--- config.mk ---
export PLATFORM = sky130hd
export DESIGN_NAME = layer_sequencer
export DESIGN_NICKNAME = d
export VERILOG_FILES = /design/src/rtl/layer_sequencer_pkg.sv /design/src/rtl/layer_sequencer_write_delay_line.sv /design/src/rtl/layer_sequencer.sv
export SDC_FILE = /design/constraint.sdc
export NUM_CORES = 1
export LEC_CHECK = 0
export BUFFER_PORTS_ARGS = -buffer_cell sky130_fd_sc_hd__buf_2
export CORE_ASPECT_RATIO = 0.8
export CORE_UTILIZATION = 55
export CTS_CLUSTER_SIZE = 20
export DETAILED_ROUTE_END_ITERATION = 10
export PLACE_DENSITY = 0.83
export REMOVE_ABC_BUFFERS = 1
export SLEW_MARGIN = 15
export SYNTH_ARGS = -nofsm -noshare
export SYNTH_HDL_FRONTEND = slang
export SYNTH_SLANG_ARGS = --single-unit
--- constraint.sdc ---
create_clock -name clk -period 4.8 [get_ports clk]
set_input_delay 0.48 -clock clk [delete_from_list [all_inputs] [get_ports clk]]
set_output_delay 0.48 -clock clk [all_outputs]
set_load 0.02 [all_outputs]
--- src/rtl/layer_sequencer_pkg.sv ---
// Shared types and sizing for the fully-connected layer sequencer.
package layer_sequencer_pkg;
    localparam int NU_COUNT     = 4;
    localparam int XY_MEM_DEPTH = 8;
    localparam int W_MEM_DEPTH  = 8;
    localparam int ACT_LATENCY  = 1;
    // Term/cycle counters must hold in_len+1 when the bias term is enabled.
    localparam int CNT_W        = XY_MEM_DEPTH + 1;

    typedef enum logic [2:0] {
        IDLE,
        MAC,
        FLUSH,
        LOAD,
        SHIFT,
        FIN
    } seq_state_t;
endpackage

--- src/rtl/layer_sequencer_write_delay_line.sv ---
// Fixed-depth shift of {valid, addr} aligning xy write-back with the activation result.
module write_delay_line #(
    parameter int STAGES = 2,
    parameter int AW     = 8
) (
    input  logic          clk,
    input  logic          reset,
    input  logic          in_vld,
    input  logic [AW-1:0] in_addr,
    output logic          out_vld,
    output logic [AW-1:0] out_addr
);
    logic [STAGES-1:0]         vld_pipe;
    logic [STAGES-1:0][AW-1:0] addr_pipe;

    always_ff @(posedge clk or negedge reset) begin
        if (!reset) begin
            vld_pipe  <= '0;
            addr_pipe <= '0;
        end else begin
            vld_pipe[0]  <= in_vld;
            addr_pipe[0] <= in_addr;
            for (int i = 1; i < STAGES; i++) begin
                vld_pipe[i]  <= vld_pipe[i-1];
                addr_pipe[i] <= addr_pipe[i-1];
            end
        end
    end

    assign out_vld  = vld_pipe[STAGES-1];
    assign out_addr = addr_pipe[STAGES-1];
endmodule

--- src/rtl/layer_sequencer.sv ---
// Sequences one FC layer through the MAC array, NU_COUNT neurons per group.
// Define LAYER_SEQ_BIAS_EN to add cfg_bias_addr and one bias MAC term per group.
module layer_sequencer
    import layer_sequencer_pkg::*;
(
    input  logic                    clk,
    input  logic                    reset,
    input  logic                    start,
    input  logic [XY_MEM_DEPTH-1:0] cfg_in_base,
    input  logic [XY_MEM_DEPTH-1:0] cfg_in_len,
    input  logic [XY_MEM_DEPTH-1:0] cfg_out_base,
    input  logic [XY_MEM_DEPTH-1:0] cfg_out_len,
    input  logic [W_MEM_DEPTH-1:0]  cfg_w_base,
`ifdef LAYER_SEQ_BIAS_EN
    input  logic [XY_MEM_DEPTH-1:0] cfg_bias_addr,
`endif
    output logic                    busy,
    output logic                    done,
    output logic [XY_MEM_DEPTH-1:0] xy_read_addr,
    output logic [W_MEM_DEPTH-1:0]  w_addr,
    output logic                    mac_acc_update,
    output logic                    mac_acc_loopback,
    output logic                    serializer_update,
    output logic                    serializer_shift,
    output logic                    xy_write_enable,
    output logic [XY_MEM_DEPTH-1:0] xy_write_addr
);
`ifdef LAYER_SEQ_BIAS_EN
    localparam logic [CNT_W-1:0] BIAS_TERMS = CNT_W'(1);
`else
    localparam logic [CNT_W-1:0] BIAS_TERMS = '0;
`endif
    localparam logic [CNT_W-1:0] ONE       = CNT_W'(1);
    localparam logic [CNT_W-1:0] NU_C      = CNT_W'(NU_COUNT);
    localparam logic [CNT_W-1:0] ACT_LAT_C = CNT_W'(ACT_LATENCY);

    seq_state_t              state, nxt_state;
    logic [CNT_W-1:0]        k, nxt_k, cnt, nxt_cnt;
    logic [CNT_W-1:0]        n_terms, rem_w, grp_n;
    logic [XY_MEM_DEPTH-1:0] in_base_q, in_len_q, rem, out_ptr;
    logic [XY_MEM_DEPTH-1:0] nxt_in_base, nxt_in_len, nxt_rem, nxt_xy;
    logic [W_MEM_DEPTH-1:0]  w_grp, nxt_w_grp, nxt_w;
    logic                    issue, addr_vld, addr_first, wr_vld;
`ifdef LAYER_SEQ_BIAS_EN
    logic [XY_MEM_DEPTH-1:0] bias_q, nxt_bias;
`endif

    assign n_terms = CNT_W'(in_len_q) + BIAS_TERMS;
    assign rem_w   = CNT_W'(rem);
    assign grp_n   = (rem_w > NU_C) ? NU_C : rem_w;

    always_comb begin
        nxt_state   = state;
        nxt_k       = k;
        nxt_cnt     = cnt;
        nxt_in_base = in_base_q;
        nxt_in_len  = in_len_q;
        nxt_rem     = rem;
        nxt_w_grp   = w_grp;
        issue       = 1'b0;
        case (state)
            IDLE: if (start) begin
                nxt_in_base = cfg_in_base;
                nxt_in_len  = cfg_in_len;
                nxt_rem     = cfg_out_len;
                nxt_w_grp   = cfg_w_base;
                if (cfg_in_len == '0 || cfg_out_len == '0) begin
                    nxt_state = FIN;
                end else begin
                    nxt_state = MAC;
                    nxt_k     = '0;
                    issue     = 1'b1;
                end
            end
            MAC: begin
                if (k == n_terms - ONE) begin
                    nxt_state = FLUSH;
                end else begin
                    nxt_k = k + ONE;
                    issue = 1'b1;
                end
            end
            FLUSH: nxt_state = LOAD;
            LOAD: begin
                nxt_state = SHIFT;
                nxt_cnt   = '0;
            end
            // SHIFT lasts until the group's last write is on the bus.
            SHIFT: begin
                if (cnt == grp_n + ACT_LAT_C - ONE) begin
                    if (rem_w > NU_C) begin
                        nxt_state = MAC;
                        nxt_k     = '0;
                        nxt_rem   = rem - XY_MEM_DEPTH'(NU_COUNT);
                        nxt_w_grp = w_grp + W_MEM_DEPTH'(n_terms);
                        issue     = 1'b1;
                    end else begin
                        nxt_state = FIN;
                    end
                end else begin
                    nxt_cnt = cnt + ONE;
                end
            end
            FIN:     nxt_state = IDLE;
            default: nxt_state = IDLE;
        endcase
        nxt_xy = nxt_in_base + nxt_k[XY_MEM_DEPTH-1:0];
`ifdef LAYER_SEQ_BIAS_EN
        nxt_bias = (state == IDLE && start) ? cfg_bias_addr : bias_q;
        if (nxt_k == CNT_W'(nxt_in_len)) nxt_xy = nxt_bias;
`endif
        nxt_w = nxt_w_grp + W_MEM_DEPTH'(nxt_k);
    end

    // Each serializer output slot (load cycle + shifts) produces one write.
    assign wr_vld = serializer_update | serializer_shift;

    always_ff @(posedge clk or negedge reset) begin
        if (!reset) begin
            state             <= IDLE;
            k                 <= '0;
            cnt               <= '0;
            in_base_q         <= '0;
            in_len_q          <= '0;
            rem               <= '0;
            w_grp             <= '0;
            out_ptr           <= '0;
            addr_vld          <= 1'b0;
            addr_first        <= 1'b0;
            busy              <= 1'b0;
            done              <= 1'b0;
            xy_read_addr      <= '0;
            w_addr            <= '0;
            mac_acc_update    <= 1'b0;
            mac_acc_loopback  <= 1'b0;
            serializer_update <= 1'b0;
            serializer_shift  <= 1'b0;
        end else begin
            state             <= nxt_state;
            k                 <= nxt_k;
            cnt               <= nxt_cnt;
            in_base_q         <= nxt_in_base;
            in_len_q          <= nxt_in_len;
            rem               <= nxt_rem;
            w_grp             <= nxt_w_grp;
            if (state == IDLE && start) out_ptr <= cfg_out_base;
            else if (wr_vld)            out_ptr <= out_ptr + 1'b1;
            addr_vld          <= issue;
            addr_first        <= issue && (nxt_k == '0);
            busy              <= nxt_state inside {MAC, FLUSH, LOAD, SHIFT};
            done              <= nxt_state == FIN;
            xy_read_addr      <= issue ? nxt_xy : '0;
            w_addr            <= issue ? nxt_w : '0;
            mac_acc_update    <= addr_vld;
            mac_acc_loopback  <= addr_vld && !addr_first;
            serializer_update <= nxt_state == LOAD;
            serializer_shift  <= (nxt_state == SHIFT) && ((nxt_cnt + ONE) < grp_n);
        end
    end

`ifdef LAYER_SEQ_BIAS_EN
    always_ff @(posedge clk or negedge reset) begin
        if (!reset) bias_q <= '0;
        else        bias_q <= nxt_bias;
    end
`endif

    write_delay_line #(
        .STAGES (ACT_LATENCY + 1),
        .AW     (XY_MEM_DEPTH)
    ) u_wr_dly (
        .clk      (clk),
        .reset    (reset),
        .in_vld   (wr_vld),
        .in_addr  (out_ptr),
        .out_vld  (xy_write_enable),
        .out_addr (xy_write_addr)
    );
endmodule

==> results of run 1 <==
==> Yosys cell counts (all sizes together), types with 4 or more instances <==
master / instances / area share (%)
a31oi: 5 / 0.53
nor3: 15 / 1.3
inv: 28 / 1.8
xnor2: 28 / 4.2
dfrtp: 103 / 44
nor2b: 7 / 0.74
nor4: 11 / 1.4
or3: 6 / 0.64
nor2: 43 / 2.7
o21bai: 4 / 0.57
buf: 11 / 1.4
a211oi: 8 / 1.0
o21ai: 32 / 2.8
nand2: 54 / 3.5
o22ai: 4 / 0.42
mux2: 12 / 2.3
nand4: 12 / 1.3
a222oi: 5 / 0.85
nor3b: 8 / 1.0
mux2i: 9 / 1.5
ha: 35 / 7.4
a21oi: 36 / 3.2
a21o: 15 / 1.9
xor2: 14 / 2.1
nand3: 16 / 1.4
and3: 9 / 0.97
clkbuf: 17 / 1.3
and2: 7 / 0.76
==> critical path: stages (launching register included) <==
cell,delay (ns)
dfrtp_1,0.43
inv_2,0.11
ha_4,0.16
or3b_4,0.43
o41ai_2,0.25
nand4_1,0.27
nor4b_4,0.47
nand2_1,0.09
a21o_1,0.23
a222oi_1,0.33
inv_1,0.15
ha_1,0.31
a21o_1,0.19
a21oi_2,0.19
o21bai_1,0.13
a21oi_2,0.18
o21ai_0,0.15
and3_1,0.21
o21ai_0,0.12
nor3b_2,0.17
==> path summary, 6_finish.rpt <==
| path | start | end | slack (ns) | cells past startpoint |
|---|---|---|---|---|
| max | rem[3] | w_addr[7] | 0.16 | 19 |
| min | reset | k[4] | 0.21 | 1 |
| max reg2reg | rem[3] | w_addr[7] | 0.16 | 19 |
| min reg2reg | u_wr_dly.addr_pipe[6] | u_wr_dly.out_addr[6] | 0.35 | 0 |
| max in group asynchronous | reset | rem[6] | 3.58 | 2 |
| min in group clk | cfg_out_base[1] | out_ptr[1] | 0.33 | 3 |
==> metrics by stage <==
step / hold WS (ns) / util [%]
after floorplan: 0.184 / -
after global placement: 0.333 / 61.4
after detailed placement: 0.335 / 61.4
after CTS: 0.238 / 64.8
after global routing: 0.281 / 65.6
final: 0.211 / 65.6
==> state kept, by name, indices dropped and copies added (netlist names) <==
register and count:
state 3, w_grp 8, k 9, serializer_update 1, w_addr 8, rem 8, out_ptr 8, mac_acc_loopback 1
u_wr_dly.vld_pipe 2, busy 1, u_wr_dly.out_addr 8, u_wr_dly.addr_pipe 8, addr_vld 1, cnt 9, done 1, xy_read_addr 8
in_len_q 8, mac_acc_update 1, addr_first 1, serializer_shift 1, in_base_q 8
==> repair_timing <==
| item | CTS | global route |
|---|---|---|
| pin swaps | 2 | 5 |
| endpoints found under the hold margin | 0 | 0 |
| setup endpoints to repair | 2 | 5 |
| resized for setup | 2 | 16 |
| setup buffers | 1 | 3 |
==> layout make-up <==
| class | count | share of cell area, % |
|---|---|---|
| sequential | 103 | 37.9 |
| clock buffer | 9 | 3.31 |
| clock inverter | 7 | 1.67 |
| timing repair buffer | 85 | 6.73 |
| tap | 140 | 2.57 |
| multi-input combinational | 445 | 46.3 |
| inverter | 28 | 1.54 |
==> layer usage <==
metal	vias to the layer above	GRT usage (%)	wire length, um	part of all wire (%)
met5	-	0	0	0
met1	2361	35.6	6250	44
li1	2280	-	-	-
met2	209	41.8	6590	46
met4	0	8.65	246	1.7
met3	30	7.25	1150	8.1
==> power by group <==
group,internal [uW],switching [uW],leakage [uW]
sequential,1240,335,0.00129
clock,470,353,0.000165
combinational,1010,1330,0.00177
total,2720,2020,0.00322
==> placed cells by master, fill, tap and decap left out, types with 4 or more instances in the layout <==
cell type / count
nor3_1: 15
buf_4: 13
a21oi_2: 5
a211oi_1: 7
inv_1: 26
a31oi_1: 5
conb_1: 4
nand4_1: 12
clkbuf_16: 9
a21oi_1: 30
nor2b_1: 7
o21ai_0: 29
nand2_1: 53
mux2i_1: 9
xor2_1: 14
and2_1: 6
o22ai_1: 4
dfrtp_1: 103
a222oi_1: 5
nand3_1: 16
nor4_1: 9
nor3b_1: 7
ha_1: 34
and3_1: 8
xnor2_1: 28
buf_2: 72
a21o_1: 14
mux2_2: 12
nor2_1: 41
or3_1: 6
==> kinds of logic after synthesis <==
family          count (synthesis)
buf+inv                        57
compound gates                134
xor+xnor                       42
flops                         103
simple gates                  206
other cells                     1
mux                            21
fa+ha+maj                      38
==> reports/metrics.cfg, run 1 <==
[synthesis]
syn_area_um2 = 5910
synth-compound-area-share_pct = 14.9
yosysSeqAreaShare_pct = 43.6
yosysWarnings = 0
synth_top_family_by_area = simple AND/OR/NAND/NOR gates
async_reset_ff_share_pct = 100
synthMuxAreaShare_pct = 3.81
synth_edf_count = 0
synthFlopType = dfrtp_1
synth_cell_types = 70
syn-instance-count = 602
synthSimpleGateAreaFrac_pct = 18.3
synth_xor_area_share_pct = 6.23
synth_seq_cells = 103
synth_area_per_cell_um2 = 9.81
synthAdderAreaFrac_pct = 8.43

[power_and_ir_drop]
power_uw = 4740
p_leak_uw = 0.00322
powerDensity_nw_per_um2 = 697
ir_drop_mv = 0.330

[drt]
drt_iter0_drc = 431
wl_um = 14200
antenna_left = 0
first_pass_iters = 5
drc = 0
wl_per_cell_um = 17.4
viasPerCell = 5.97
vias = 4880

[sta]
setup-tns-final_ns = 0
fin_crit_sh_pct = 96.7
slew_viol_final = 0
setup_slack_ns = 0.156
tightest_slew_ns = 0.855
slew_headroom_pct = 42.5
setup_viol = 0
max_freq_mhz = 215
hold_violations = 0
fin_skew_ns = 0.0105
period_minus_slack_ns = 4.64

[global_routing]
track_usage_pct = 26.5
overflow = 0
grt_pass1_wl_um = 23100
antenna_found_initial = 0
grt_pass1_vias = 4643
grt_max_degree = 65

[placed_design]
io_buffers = 73
dp_cells = 797
routabilityCongestion = 0.874
hpwl_um = 10100
place_area_um2 = 6360
place_ws_ns = 0.0239

[clocking]
postCtsHoldBufs = 0
cts_sinks = 103
clock_latency_ns = 0.36
clock_path_buffers = 2
ctsRootBufferMaster = clkbuf_16
htreeDepth = 3
cts.clk_slew.worst_paths_ns = 0.08
cts_tree = yes
cts_made_buffers = 9

[floorplan]
initial_core_util_pct = 57.0
ios = 74
rows = 33
die_area_um2 = 11200
die_w_um = 118
die_h_um = 94.7
core_area_um2 = 10400

[finish]
final_layout_size_suffix_gt1_share_pct = 21.4
num-fill-cells = 782
area_growth_pct = 15.2
seqCellArea_um2 = 2580
layout.cells.non_filler = 817
multi_input_area_um2 = 3150
stdcell_area_um2 = 6800
fin_nets = 753
antennaDiodeCount = 0

[critical_path]
crit_path_max_fanout = 5
endpoint_kind = register
required_ns = 5.08
start_kind = register
arrival_ns = 4.92
crit_type = reg2reg

[worst_hold_path]
hp-class = in2async

[run]
maxCapViolCount = 0

[run_status]
status = finished clean

(Power assumes the default switching activity.)
==> run 2, diff against run 1 <==
--- a/config.mk
+++ b/config.mk
@@ -15,4 +15,5 @@
 export SLEW_MARGIN = 15
 export SYNTH_ARGS = -nofsm -noshare
 export SYNTH_HDL_FRONTEND = slang
+export SYNTH_HIERARCHICAL = 1
 export SYNTH_SLANG_ARGS = --single-unit
==> run 2 against run 1 <==
Compared with the run above:
- hold slack got worse by 0.14 ns
- die area increased by 2.6%
- critical path depth increased by 1
- combinational power increased by 15%
- register-to-register slack improved by 0.04 ns
- flip-flop and latch count unchanged
- setup slack improved by 0.041 ns
- highest routed layer unchanged
==> reports/metrics.cfg, run 2 <==
[sta]
setup_viol = 0
fin_skew_ns = 0.0109
hold_violations = 0
fin_crit_sh_pct = 95.9
max_freq_mhz = 217
slew_headroom_pct = 45.0
tightest_slew_ns = 0.825
period_minus_slack_ns = 4.60
slew_viol_final = 0
setup-tns-final_ns = 0

[critical_path]
reg2reg_to = w_addr[7]
arrival_ns = 4.90
reg2reg_depth = 20
start_kind = register
critPathSlowestCell = o41a_1
endpoint_kind = register
worstPathCellList = inv_2 > ha_4 > or3b_4 > or3_1 > o32a_4 > nor3_4 > nand2_1 > a21o_1 > a222oi_1 > inv_1 > ha_1 > a21o_1 > a21oi_4 > o21ai_1 > o41a_1 > buf_4 > nor3_1 > mux2i_1 > a31o_2 > nand2_1
crit_type = reg2reg
r2r-start = rem[2]
r2r_slack_ns = 0.20
crit_path_max_fanout = 5
required_ns = 5.10
critPathMaxStageDelay_ns = 0.43

[clocking]
clock_path_buffers = 2
cts_sinks = 103
ctsRootBufferMaster = clkbuf_16
clock_latency_ns = 0.36
cts.clk_slew.worst_paths_ns = 0.07
cts_made_buffers = 9
cts_tree = yes
htreeDepth = 3

[drt]
drc = 0
antenna_left = 0
first_pass_iters = 5
vias = 5208
viasPerCell = 6.08
wl_per_cell_um = 17.7
drt_iter0_drc = 451
wl_um = 15200

[power_and_ir_drop]
switching_power_uw = 2210
power_uw = 4990
share_seq_of_total_power_pct = 31.3
switching_share_pct = 44.3
p_int_uw = 2780
p_comb_share_pct = 53.7
powerDensity_nw_per_um2 = 714
ir_drop_mv = 0.370
pwr-share-clk_pct = 15.0
p_leak_uw = 0.00322

[floorplan]
rows = 33
core_area_um2 = 10500
die_h_um = 95.9
ios = 74
die_w_um = 119
die_area_um2 = 11400
initial_core_util_pct = 57.8

[synthesis]
yosysMostFrequentCell = dfrtp_1
synth_area_leaders = dfrtp_1 (43%), ha_1 (7.2%), nand2_1 (3.7%), xor2_1 (3.2%), nor2_1 (3.2%)
synth_edf_count = 0
syn-instance-count = 634
async_reset_ff_share_pct = 100
yosysWarnings = 6
synth_cell_types = 79
yosysSeqAreaShare_pct = 42.5
synth_area_per_cell_um2 = 9.56
synth_top_area_share_pct = 42.5
yosys.area.top_type = dfrtp_1
synth_seq_cells = 103
synthTopCellsByCount = dfrtp_1 (103), nand2_1 (60), nor2_1 (51)
synthFlopType = dfrtp_1
syn_area_um2 = 6060

[finish]
fin_nets = 792
final_layout_size_suffix_gt1_share_pct = 21.4
layout_commonest_cell = dfrtp_1
antennaDiodeCount = 0
top_regs = cnt x9, k x9
area_growth_pct = 15.4
num-fill-cells = 832
final_cell_mix = dfrtp_1 (103), buf_2 (72), nand2_1 (60)

[global_routing]
overflow = 0
antenna_found_initial = 0
track_usage_pct = 27.9
grt_pass1_vias = 5000
grt_max_degree = 69
grt_pass1_wl_um = 24700

[run_status]
status = finished clean

[placed_design]
routabilityCongestion = 0.926
hpwl_um = 11000
io_buffers = 73

[worst_hold_path]
hp-class = in2async

[run]
maxCapViolCount = 0

[run 2: layer usage]
layer / GRT usage [%] / vias up / part of all wire, %
met2: 44.4 / 246 / 45
met5: 0 / - / 0
met3: 5.98 / 43 / 7.7
li1: - / 2419 / -
met1: 37.5 / 2500 / 45
met4: 11.4 / 0 / 2.9
[run 2: worst max path at each step]
stage                 from        end  slack, ns  cells past startpoint
floorplan           rem[2]  w_addr[7]     -0.002                     20
global placement    rem[2]  w_addr[7]       0.15                     20
detailed placement  rem[3]  w_addr[7]      -0.04                     20
CTS                 rem[3]  w_addr[7]       0.03                     20
global route        rem[2]  w_addr[7]      -0.01                     20
finish              rem[2]  w_addr[7]       0.20                     20
[run 2: power groups by stage]
stage	registers [uW]	logic, uW	clock network, uW
floorplan	1640	1710	0
global placement	1530	2420	0
finish	1560	2680	748
CTS	1550	2570	754
detailed placement	1560	2540	0
global route	1610	2950	786
[run 2: final cells by class]
class | instances | area, um^2 | area share [%]
timing repair buffer | 95 | 533 | 7.62
inverter | 24 | 90.1 | 1.29
sequential | 103 | 2580 | 36.9
clock inverter | 6 | 60.1 | 0.859
multi-input combinational | 478 | 3320 | 47.5
tap | 140 | 175 | 2.50
clock buffer | 10 | 239 | 3.42
[run 2: logic make-up after synthesis]
group | Yosys count | share of synthesized area (%)
other | 1 | 0.0619
xor gates and xnor gates | 42 | 6.07
buffers and inverters | 56 | 4.15
adders and majority gates | 38 | 8.21
and+or+nand+nor | 228 | 19.4
AOI/OAI and AO/OA | 143 | 15.5
muxes | 23 | 4.09
DFF | 103 | 42.5
[run 2: stage by stage]
stage	util [%]	cell area, um^2	hold slack (ns)	setup slack [ns]	cells
finish	66.7	6990	0.0733	0.197	856
global route	66.7	6990	0.105	-0.0130	856
CTS	65.9	6920	0.0848	0.0327	854
detailed placement	63.1	6610	0.339	-0.0450	838
global placement	63.1	6610	0.331	0.146	838
floorplan	-	5910	0.184	-0.00234	605
[run 2: timing repair]
item	4_1_cts	5_1_grt
gates resized for setup	1	13
pin swaps	0	2
setup endpoints to repair	1	2
hold buffers	0	0
cloned	0	0
setup buffers	0	2
[run 2: critical path, delay by kind of cell (launching register included)]
family	cells	cell delay, ns
compound gates	8	1.94
fa+ha+maj	2	0.45
buf+inv	3	0.39
flops	1	0.39
mux	1	0.12
simple gates	6	1.26
